===== src/rtl/motoro3_pkg.sv =====
// Shared types and defaults for the 3-phase step generator speed-ramp controller.
package motoro3_pkg;

  localparam int unsigned PERIOD_W = 25;

  typedef logic [PERIOD_W-1:0] period_t;

  localparam period_t DEFAULT_START_PERIOD = 25'd1_666_667;
  localparam period_t DEFAULT_MIN_PERIOD   = 25'd1_667;

  typedef enum logic [2:0] {
    IDLE     = 3'd0,
    ACCEL    = 3'd1,
    RUN      = 3'd2,
    DECEL    = 3'd3,
    STOPWAIT = 3'd4
  } ctrl_state_e;

  function automatic period_t clamp_target(input period_t cmd, input period_t lo, input period_t hi);
    if (cmd < lo) return lo;
    if (cmd > hi) return hi;
    return cmd;
  endfunction

endpackage


===== src/rtl/motoro3_ramp_calc.sv =====
// Combinational geometric ramp step: moves the period toward the target by period>>RAMP_SHIFT (at least 1).
module motoro3_ramp_calc
  import motoro3_pkg::*;
#(
  parameter int unsigned RAMP_SHIFT = 4
) (
  input  period_t period,
  input  period_t tgt,
  input  logic    decel,
  output period_t next_period,
  output logic    reached
);

  period_t             delta;
  period_t             diff;
  logic [PERIOD_W:0]   sum;

  always_comb begin
    delta = period >> RAMP_SHIFT;
    if (delta == '0) delta = period_t'(1);
    diff = period - delta;
    sum  = {1'b0, period} + {1'b0, delta};
    // Raw add/subtract results are compared against the target before clamping, so no wrap leaks out.
    if (decel) begin
      next_period = (sum > {1'b0, tgt}) ? tgt : sum[PERIOD_W-1:0];
    end else begin
      next_period = (period < delta || diff < tgt) ? tgt : diff;
    end
    reached = (next_period == tgt);
  end

endmodule


===== src/rtl/motoro3_ramp_ctrl.sv =====
// Speed-ramp scheduler: accepts run/stop commands and ramps the step generator's reload period per step event.
module motoro3_ramp_ctrl
  import motoro3_pkg::*;
#(
  parameter period_t     START_PERIOD = DEFAULT_START_PERIOD,
  parameter period_t     MIN_PERIOD   = DEFAULT_MIN_PERIOD,
  parameter int unsigned RAMP_SHIFT   = 4
) (
  input  logic                clk,
  input  logic                nRst,
  input  logic                cmdValid,
  output logic                cmdReady,
  input  logic                cmdRun,
  input  logic [PERIOD_W-1:0] cmdPeriod,
  input  logic                m3cntLast1,
  output logic                m3start,
  output logic [PERIOD_W-1:0] m3reload,
  output logic                atSpeed,
  output logic                rampBusy,
  output logic [2:0]          ctrlState
);

  ctrl_state_e state, state_n;
  period_t     reload_q, reload_n;
  period_t     tgt, tgt_n;
  logic        start_q, start_n;
  logic        stop_pending, stop_pending_n;
  logic        last1_d;
  logic        at_speed_q, ramp_busy_q, cmd_ready_q;

  logic        accept;
  logic        step_evt;
  period_t     cmd_tgt;
  period_t     calc_next;
  logic        calc_reached;

  assign accept   = cmdValid & cmd_ready_q;
  assign step_evt = m3cntLast1 & ~last1_d & start_q;
  assign cmd_tgt  = clamp_target(period_t'(cmdPeriod), MIN_PERIOD, START_PERIOD);

  motoro3_ramp_calc #(.RAMP_SHIFT(RAMP_SHIFT)) u_calc (
    .period      (reload_q),
    .tgt         (tgt),
    .decel       (state == DECEL),
    .next_period (calc_next),
    .reached     (calc_reached)
  );

  always_comb begin
    state_n        = state;
    reload_n       = reload_q;
    tgt_n          = tgt;
    start_n        = start_q;
    stop_pending_n = stop_pending;
    unique case (state)
      IDLE: begin
        if (accept && cmdRun) begin
          reload_n       = START_PERIOD;
          start_n        = 1'b1;
          tgt_n          = cmd_tgt;
          stop_pending_n = 1'b0;
          state_n        = (cmd_tgt < START_PERIOD) ? ACCEL : RUN;
        end
      end
      ACCEL, RUN, DECEL: begin
        // A command accepted on a step event takes priority; that step's period update is dropped.
        if (accept) begin
          if (cmdRun) begin
            tgt_n          = cmd_tgt;
            stop_pending_n = 1'b0;
            if (cmd_tgt < reload_q)      state_n = ACCEL;
            else if (cmd_tgt > reload_q) state_n = DECEL;
            else                         state_n = RUN;
          end else begin
            tgt_n          = START_PERIOD;
            stop_pending_n = 1'b1;
            state_n        = (reload_q < START_PERIOD) ? DECEL : STOPWAIT;
          end
        end else if (step_evt && state != RUN) begin
          reload_n = calc_next;
          if (calc_reached) begin
            if (state == DECEL && stop_pending) state_n = STOPWAIT;
            else                                state_n = RUN;
          end
        end
      end
      STOPWAIT: begin
        if (step_evt) begin
          start_n        = 1'b0;
          stop_pending_n = 1'b0;
          state_n        = IDLE;
        end
      end
      default: begin
        state_n  = IDLE;
        start_n  = 1'b0;
        reload_n = START_PERIOD;
        tgt_n    = START_PERIOD;
      end
    endcase
  end

  always_ff @(negedge clk or negedge nRst) begin
    if (!nRst) begin
      state        <= IDLE;
      reload_q     <= START_PERIOD;
      tgt          <= START_PERIOD;
      start_q      <= 1'b0;
      stop_pending <= 1'b0;
      last1_d      <= 1'b0;
      at_speed_q   <= 1'b0;
      ramp_busy_q  <= 1'b0;
      cmd_ready_q  <= 1'b1;
    end else begin
      state        <= state_n;
      reload_q     <= reload_n;
      tgt          <= tgt_n;
      start_q      <= start_n;
      stop_pending <= stop_pending_n;
      last1_d      <= m3cntLast1;
      at_speed_q   <= (state_n == RUN);
      ramp_busy_q  <= (state_n == ACCEL) || (state_n == DECEL);
      cmd_ready_q  <= (state_n != STOPWAIT);
    end
  end

  assign m3start   = start_q;
  assign m3reload  = reload_q;
  assign atSpeed   = at_speed_q;
  assign rampBusy  = ramp_busy_q;
  assign cmdReady  = cmd_ready_q;
  assign ctrlState = state;

endmodule


===== config.mk =====
export PLATFORM = sky130hd
export DESIGN_NAME = motoro3_ramp_ctrl
export DESIGN_NICKNAME = d
export VERILOG_FILES = /design/src/rtl/motoro3_pkg.sv /design/src/rtl/motoro3_ramp_calc.sv /design/src/rtl/motoro3_ramp_ctrl.sv
export SDC_FILE = /design/constraint.sdc
export NUM_CORES = 1
export LEC_CHECK = 0
export BUFFER_PORTS_ARGS = -buffer_cell sky130_fd_sc_hd__buf_2
export CAP_MARGIN = 20
export CORE_AREA = 2 2 183 113
export CTS_BUF_LIST = sky130_fd_sc_hd__clkbuf_8
export CTS_CLUSTER_SIZE = 12
export DETAILED_ROUTE_END_ITERATION = 7
export DIE_AREA = 0 0 185 115
export PLACE_DENSITY_LB_ADDON = 0.3
export SLEW_MARGIN = 20
export SYNTH_ARGS = -nofsm -noshare
export SYNTH_HDL_FRONTEND = slang
export SYNTH_SLANG_ARGS = --single-unit
export TNS_END_PERCENT = 100

===== constraint.sdc =====
create_clock -name clk -period 8.41 [get_ports clk]
set_input_delay 0.4205 -clock clk [delete_from_list [all_inputs] [get_ports clk]]
set_output_delay 0.4205 -clock clk [all_outputs]
set_load 0.1 [all_outputs]

==> flow_metrics.env, run 1 <==
export IMPL_num_vias=9855
export IMPL_timing_slew_headroom=0.1883
export IMPL_ys_ff_latch=59
export IMPL_drive_above_1_share=0.1549
export IMPL_synth_edf_count=0
export IMPL_netlist_instances=1180
export IMPL_ir_drop_uv=203.1
export IMPL_maxSlewViolCount=0
export IMPL_ys_types=102
export IMPL_critPathKind="input port to flop"
export IMPL_ios=62
export IMPL_wire_per_inst_um=22.65
export IMPL_overflow=0
export IMPL_postCtsHoldBufs=0
export IMPL_internal_power_mw=1.254
export IMPL_port_buffers=61
export IMPL_antenna_found_initial=0
export IMPL_arrival_ns=4.08
export IMPL_grt_pass1_vias=8914
export IMPL_synthArstFlopShare=1.000
export IMPL_required_ns=4.40
export IMPL_netlist_area_mm2=0.009037
export IMPL_cts_inserted_buffers=9
export IMPL_chipWidth_um=185
export IMPL_hold_viol=0
export IMPL_fin_nets=1409
export IMPL_p_total_mw=2.984
export IMPL_synth_top_area_share=0.1703
export IMPL_power_density_mw_per_mm2=297.4
export IMPL_hold_path_class="flop to flop"
export IMPL_leakagePower_nw=4.538
export IMPL_status="finished clean"
export IMPL_cts_tree="built"
export IMPL_cts_sinks=59
export IMPL_rsz0062_at_grt="false"
export IMPL_clockBufferDepth=2
export IMPL_synth_compound_area_share=0.2899
export IMPL_drv_cap=0
export IMPL_synthFlopType="dfrtn_1"
export IMPL_clockPowerShare=0.121
export IMPL_first_pass_iters=6
export IMPL_synth_xor_area_share=0.05704
export IMPL_multi_input_area_mm2=0.006903
export IMPL_yosysTopAreaCell="ha_1"
export IMPL_swShare=0.5796
export IMPL_combinationalPowerShare=0.754
export IMPL_seqCellArea_mm2=0.001510
export IMPL_fin_worst_skew_ns=0.07801
export IMPL_cts_root_buf="clkbuf_8"
export IMPL_dieArea_mm2=0.02128
export IMPL_drt_iter0_markers=1227
export IMPL_diodes=0
export IMPL_cp_start_kind="input port"
export IMPL_fillCellCount=1967
export IMPL_grt_usage=0.3293
export IMPL_gp_congestion=1.018
export IMPL_synth_top_family_by_area="compound AO/OA/AOI/OAI gates"
export IMPL_end_kind="flop"
export IMPL_yosysSeqAreaShare=0.1671
export IMPL_vias_per_cell=6.433
export IMPL_r2r_setup_slack_ns=0.49
export IMPL_drtAntennaViolNets=0
export IMPL_clkTransAtPathRegs_ns=0.05
export IMPL_synth_area_per_cell_um2=7.659
export IMPL_dieHeight_um=115
export IMPL_num_rows=40
export IMPL_grt_max_degree=53
export IMPL_synth_adder_area_share=0.1747
export IMPL_clk_latency_ns=0.43
export IMPL_switching_power_mw=1.729
export IMPL_area_growth_pct=11.01
export IMPL_final_common_cell="inv_1"
export IMPL_yosys_warnings=0
export IMPL_initial_utilization=0.4607
export IMPL_tns_ns=0
export IMPL_tightest_slew_ns=1.217
export IMPL_setup_viol=0
export IMPL_drcViolationCount=0
export IMPL_most_common_layout_cells="127 x inv_1, 123 x ha_1, 95 x nor2_1, 87 x nand2_1, 87 x a21oi_1"
export IMPL_grt_pass1_wl_mm=52.59
export IMPL_totalWireLength_mm=34.70
export IMPL_hpwlAfterDp_mm=28.21
export IMPL_synth_area_leaders="ha_1 17%, dfrtn_1 8.9%, dfstp_2 7.8%"
export IMPL_pwr_share_seq=0.125
export IMPL_core_region_area_mm2=0.01962
export IMPL_synth_mux_area_fraction=0.008445
export IMPL_path_max_fanout=11
export IMPL_cts_max_level=3
export IMPL_synthSimpleGateAreaFrac=0.2255
[path summary, 6_finish.rpt]
check | start | to | cells after the start
worst min-delay path | m3start | m3start | 2
worst max-delay path | cmdPeriod[4] | atSpeed | 20
worst min register to register | m3start | m3start | 2
min in group asynchronous | nRst | m3start | 1
max in group asynchronous | nRst | m3reload[7] | 2
worst max register to register | m3reload[10] | atSpeed | 29
[kinds of logic after synthesis]
group / count (synthesis)
buffers and inverters: 164
XOR/XNOR: 51
other: 1
flip-flops: 59
AND/OR/NAND/NOR: 395
multiplexers: 7
AO/OA/AOI/OAI: 378
adder cells (fa/ha/maj): 125
[metal layers]
| metal | track usage | part of all wire | vias up |
|---|---|---|---|
| li1 | - | - | 4514 |
| met1 | 0.5032 | 0.47 | 4720 |
| met2 | 0.4375 | 0.38 | 571 |
| met3 | 0.1159 | 0.14 | 50 |
| met4 | 0.06243 | 0.013 | 0 |
| met5 | 0 | 0 | - |
[what timing repair did]
action	4_1_cts	5_1_grt
resized for setup	0	12
buffers inserted	0	1
setup endpoints to repair	0	6
[power by group through the flow]
| stage | clock network [mW] | logic (mW) | registers (mW) |
|---|---|---|---|
| 2_1_floorplan | 0.0203 | 1.40 | 0.522 |
| 5_1_grt | 0.389 | 2.41 | 0.375 |
| 3_3_place_gp | 0.0203 | 2.14 | 0.372 |
| 4_1_cts | 0.364 | 2.16 | 0.370 |
| 6_report | 0.361 | 2.25 | 0.372 |
| 3_5_place_dp | 0.0203 | 2.14 | 0.373 |
[area by class of cell]
type                       instances  share of cell area
sequential                        59              0.1505
multi-input combinational        960              0.6881
tap                              273             0.03405
clock buffer                       9             0.01235
timing repair buffer              96             0.05662
inverter                         101             0.03804
clock inverter                    34             0.02033
[worst max-delay path, stage by stage]
cell      delay [ns]
buf_2           0.13
nor2_1          0.14
nand2_1         0.09
or4_1           0.39
a21oi_1         0.17
o211ai_1        0.13
and3_1          0.22
buf_4           0.17
and2_1          0.16
ha_1            0.29
a21o_1          0.16
a21o_1          0.17
a21oi_1         0.13
nor2_1          0.08
a211oi_2        0.26
o311ai_0        0.19
a31oi_1         0.25
o21ai_0         0.12
mux2_4          0.27
nor2b_1         0.13
[metrics by stage]
stage,cells,setup WS [ns],util,area (µm²),hold slack (ns)
after CTS,1531,0.1755,0.5080,9966,0.5342
after global routing,1532,0.06290,0.5114,10030,0.5575
after detailed placement,1489,0.0006004,0.4915,9642,0.5322
final,1532,0.3151,0.5114,10030,0.5235
after floorplan,1183,0.1644,-,9049,0.4657
after global placement,1489,0.1061,0.4915,9642,0.5046
[synth_stat cells (6+ instances only)]
master,number
a21oi_1,88
nor3b_1,8
o22ai_1,14
o221ai_1,10
nand2_1,87
a2111oi_0,8
dfrtn_1,32
nor3_1,29
a211oi_1,18
o2111ai_1,8
and2_1,19
nand2b_1,18
inv_1,101
xnor2_1,35
o31ai_1,9
or4_1,6
ha_1,123
clkbuf_1,42
nor2_1,95
xor2_1,11
nand3_1,28
o21a_1,17
nor2b_1,17
o211ai_1,13
a31oi_1,11
a22oi_1,13
nor4_1,15
o21ai_0,65
dfstp_2,27
or2_2,12
a21o_1,17
nand4_1,26
buf_2,9
Power figures use the tool's default switching activity.
==> run 2: changes to the inputs <==
--- a/config.mk
+++ b/config.mk
@@ -5,14 +5,16 @@
 export SDC_FILE = /design/constraint.sdc
 export NUM_CORES = 1
 export LEC_CHECK = 0
+export ABC_AREA = 1
 export BUFFER_PORTS_ARGS = -buffer_cell sky130_fd_sc_hd__buf_2
 export CAP_MARGIN = 20
-export CORE_AREA = 2 2 183 113
+export CORE_AREA = 2 2 185 115
 export CTS_BUF_LIST = sky130_fd_sc_hd__clkbuf_8
 export CTS_CLUSTER_SIZE = 12
 export DETAILED_ROUTE_END_ITERATION = 7
-export DIE_AREA = 0 0 185 115
+export DIE_AREA = 0 0 187 117
 export PLACE_DENSITY_LB_ADDON = 0.3
+export SETUP_SLACK_MARGIN = 0.05
 export SLEW_MARGIN = 20
 export SYNTH_ARGS = -nofsm -noshare
 export SYNTH_HDL_FRONTEND = slang
==> flow_metrics.env, run 2 <==
export IMPL_core_region_area_mm2=0.02037
export IMPL_drv_cap=0
export IMPL_leakagePower_nw=5.718
export IMPL_status="finished clean"
export IMPL_drive_above_1_share=0.09880
export IMPL_netlist_area_mm2=0.009308
export IMPL_tns_ns=0
export IMPL_cts_inserted_buffers=9
export IMPL_synthArstFlopShare=1.000
export IMPL_yosysSeqAreaShare=0.1623
export IMPL_drcViolationCount=0
export IMPL_end_kind="flop"
export IMPL_yosys_warnings=0
export IMPL_timing_slew_headroom=0.3378
export IMPL_synth_top_area_share=0.1653
export IMPL_hold_viol=0
export IMPL_maxSlewViolCount=0
export IMPL_path_max_fanout=15
export IMPL_final_common_cell="nand2_1"
export IMPL_ir_drop_uv=57.93
export IMPL_clk_latency_ns=0.40
export IMPL_antenna_found_initial=0
export IMPL_synthFlopType="dfrtn_1"
export IMPL_required_ns=4.39
export IMPL_cts_root_buf="clkbuf_8"
export IMPL_num_rows=41
export IMPL_hold_ws_ns=0.4428
export IMPL_synth_most_common_cell="nand2_1"
export IMPL_grt_max_degree=55
export IMPL_port_buffers=61
export IMPL_fillCellCount=2173
export IMPL_cts_resized=0
export IMPL_yosysTopAreaCell="ha_1"
export IMPL_cp_start_kind="input port"
export IMPL_overflow=0
export IMPL_num_vias=10360
export IMPL_drtAntennaViolNets=0
export IMPL_wire_per_inst_um=17.72
export IMPL_cts_sinks=59
export IMPL_synth_edf_count=0
export IMPL_initial_utilization=0.4570
export IMPL_tightest_slew_ns=0.9804
export IMPL_multi_input_area_mm2=0.006591
export IMPL_clockBufferDepth=2
export IMPL_diodes=0
export IMPL_setup_viol=0
export IMPL_fin_worst_skew_ns=0.06569
export IMPL_dieHeight_um=117
export IMPL_arrival_ns=3.79
export IMPL_cts_tree="built"
export IMPL_seqCellArea_mm2=0.001510
export IMPL_chipWidth_um=187
export IMPL_power_density_mw_per_mm2=66.84
export IMPL_hpwlAfterDp_mm=26.74
export IMPL_placed_area_mm2=0.009746
export IMPL_first_pass_iters=6
export IMPL_grt_usage=0.3025
export IMPL_design_area_mm2=0.01007
export IMPL_post_cts_buffers=0
export IMPL_hold_path_class="flop to flop"
export IMPL_postCtsHoldBufs=0
export IMPL_synthTopCellsByCount="384 x nand2_1, 228 x inv_1, 180 x nand3_1, 123 x ha_1, 122 x nor2_1"
export IMPL_clkTransAtPathRegs_ns=0.05
export IMPL_gp_congestion=0.9713
export IMPL_area_growth_pct=8.187
export IMPL_synth_area_per_cell_um2=6.111
export IMPL_ios=62
export IMPL_ys_ff_latch=59
export IMPL_grt_pass1_wl_mm=51.46
export IMPL_totalWireLength_mm=32.93
export IMPL_dieArea_mm2=0.02188
export IMPL_netlist_instances=1523
export IMPL_cts_max_level=3
export IMPL_grt_pass1_vias=9172
export IMPL_rsz0062_at_grt="false"
export IMPL_vias_per_cell=5.575
export IMPL_drt_iter0_markers=1228
export IMPL_most_common_layout_cells="384 x nand2_1, 255 x inv_1, 180 x nand3_1, 123 x ha_1, 122 x nor2_1"
export IMPL_critPathKind="input port to flop"
export IMPL_fin_nets=1729
export IMPL_synth_area_leaders="ha_1 17%, nand2_1 15%, nand3_1 9.7%"
export IMPL_ys_types=55
-- run 2: final cells by class --
class,count,area share
multi-input cells,1166,0.6546
well taps,279,0.03467
inverters,238,0.08897
flip-flops and latches,59,0.1500
clock inverters,34,0.02025
repair buffers,73,0.03926
clock buffers,9,0.01230
-- run 2: metrics by stage --
| step | cells | util | worst slack (ns) | total power [mW] |
|---|---|---|---|---|
| floorplan | 1526 | - | 0.7916 | 0.3214 |
| global placement | 1816 | 0.4785 | 0.3736 | 0.3388 |
| detailed placement | 1816 | 0.4785 | 0.3261 | 0.3391 |
| CTS | 1858 | 0.4944 | 0.6722 | 0.6735 |
| global route | 1858 | 0.4944 | 0.1779 | 0.7049 |
| finish | 1858 | 0.4944 | 0.5994 | 0.6731 |
-- run 2: layer usage --
metal / track usage / share of wire / wire (µm)
met1: 0.4587 / 0.49 / 16020
met2: 0.4486 / 0.40 / 13010
met3: 0.05546 / 0.10 / 3363
met4: 0.05026 / 0.016 / 533
met5: 0 / 0 / 0
-- run 2: path summary, 6_finish.rpt --
path	startpoint	endpoint	slack, ns	depth (start not counted)
min	stop_pending	stop_pending	0.44	2
min in group asynchronous	nRst	m3reload[24]	4.07	1
max	cmdPeriod[4]	atSpeed	0.60	28
max in group asynchronous	nRst	tgt[0]	3.33	2
min reg2reg	stop_pending	stop_pending	0.44	2
max reg2reg	m3reload[21]	atSpeed	0.94	34
-- run 2: cell families after synthesis --
| logic type | synth area share |
|---|---|
| adder cells (fa/ha/maj) | 0.1696 |
| XOR/XNOR | 0.03482 |
| AND/OR/NAND/NOR | 0.3601 |
| flip-flops | 0.1623 |
| buffers and inverters | 0.1308 |
| other | 0.0004029 |
| AO/OA/AOI/OAI | 0.1420 |
-- run 2: worst max-delay path, stage by stage --
cell and delay, ns:
buf_2 0.11, inv_1 0.11, o211ai_1 0.11, nand3_1 0.09, o21ai_0 0.09, nand2_1 0.09, nand2_1 0.05, a221oi_1 0.22
o21ai_0 0.14, nand2_1 0.10, buf_4 0.21, nand3_1 0.13, ha_1 0.30, nand2_1 0.09, nor2_1 0.05, a211oi_1 0.17
o21ai_0 0.10, a21boi_0 0.15, o21ai_0 0.14, nand3_1 0.10, a21o_1 0.14, nand2_1 0.06, a21oi_1 0.16, and2_1 0.13
nand3b_1 0.09, nand2_1 0.05, a21oi_1 0.15, nor2_1 0.06
-- run 2: power breakdown --
part / switching (mW) / total (mW) / internal [mW]
Sequential: 0.0000580 / 0.286 / 0.286
Clock: 0.161 / 0.358 / 0.197
Combinational: 0.0187 / 0.0287 / 0.00996
Total: 0.180 / 0.673 / 0.493
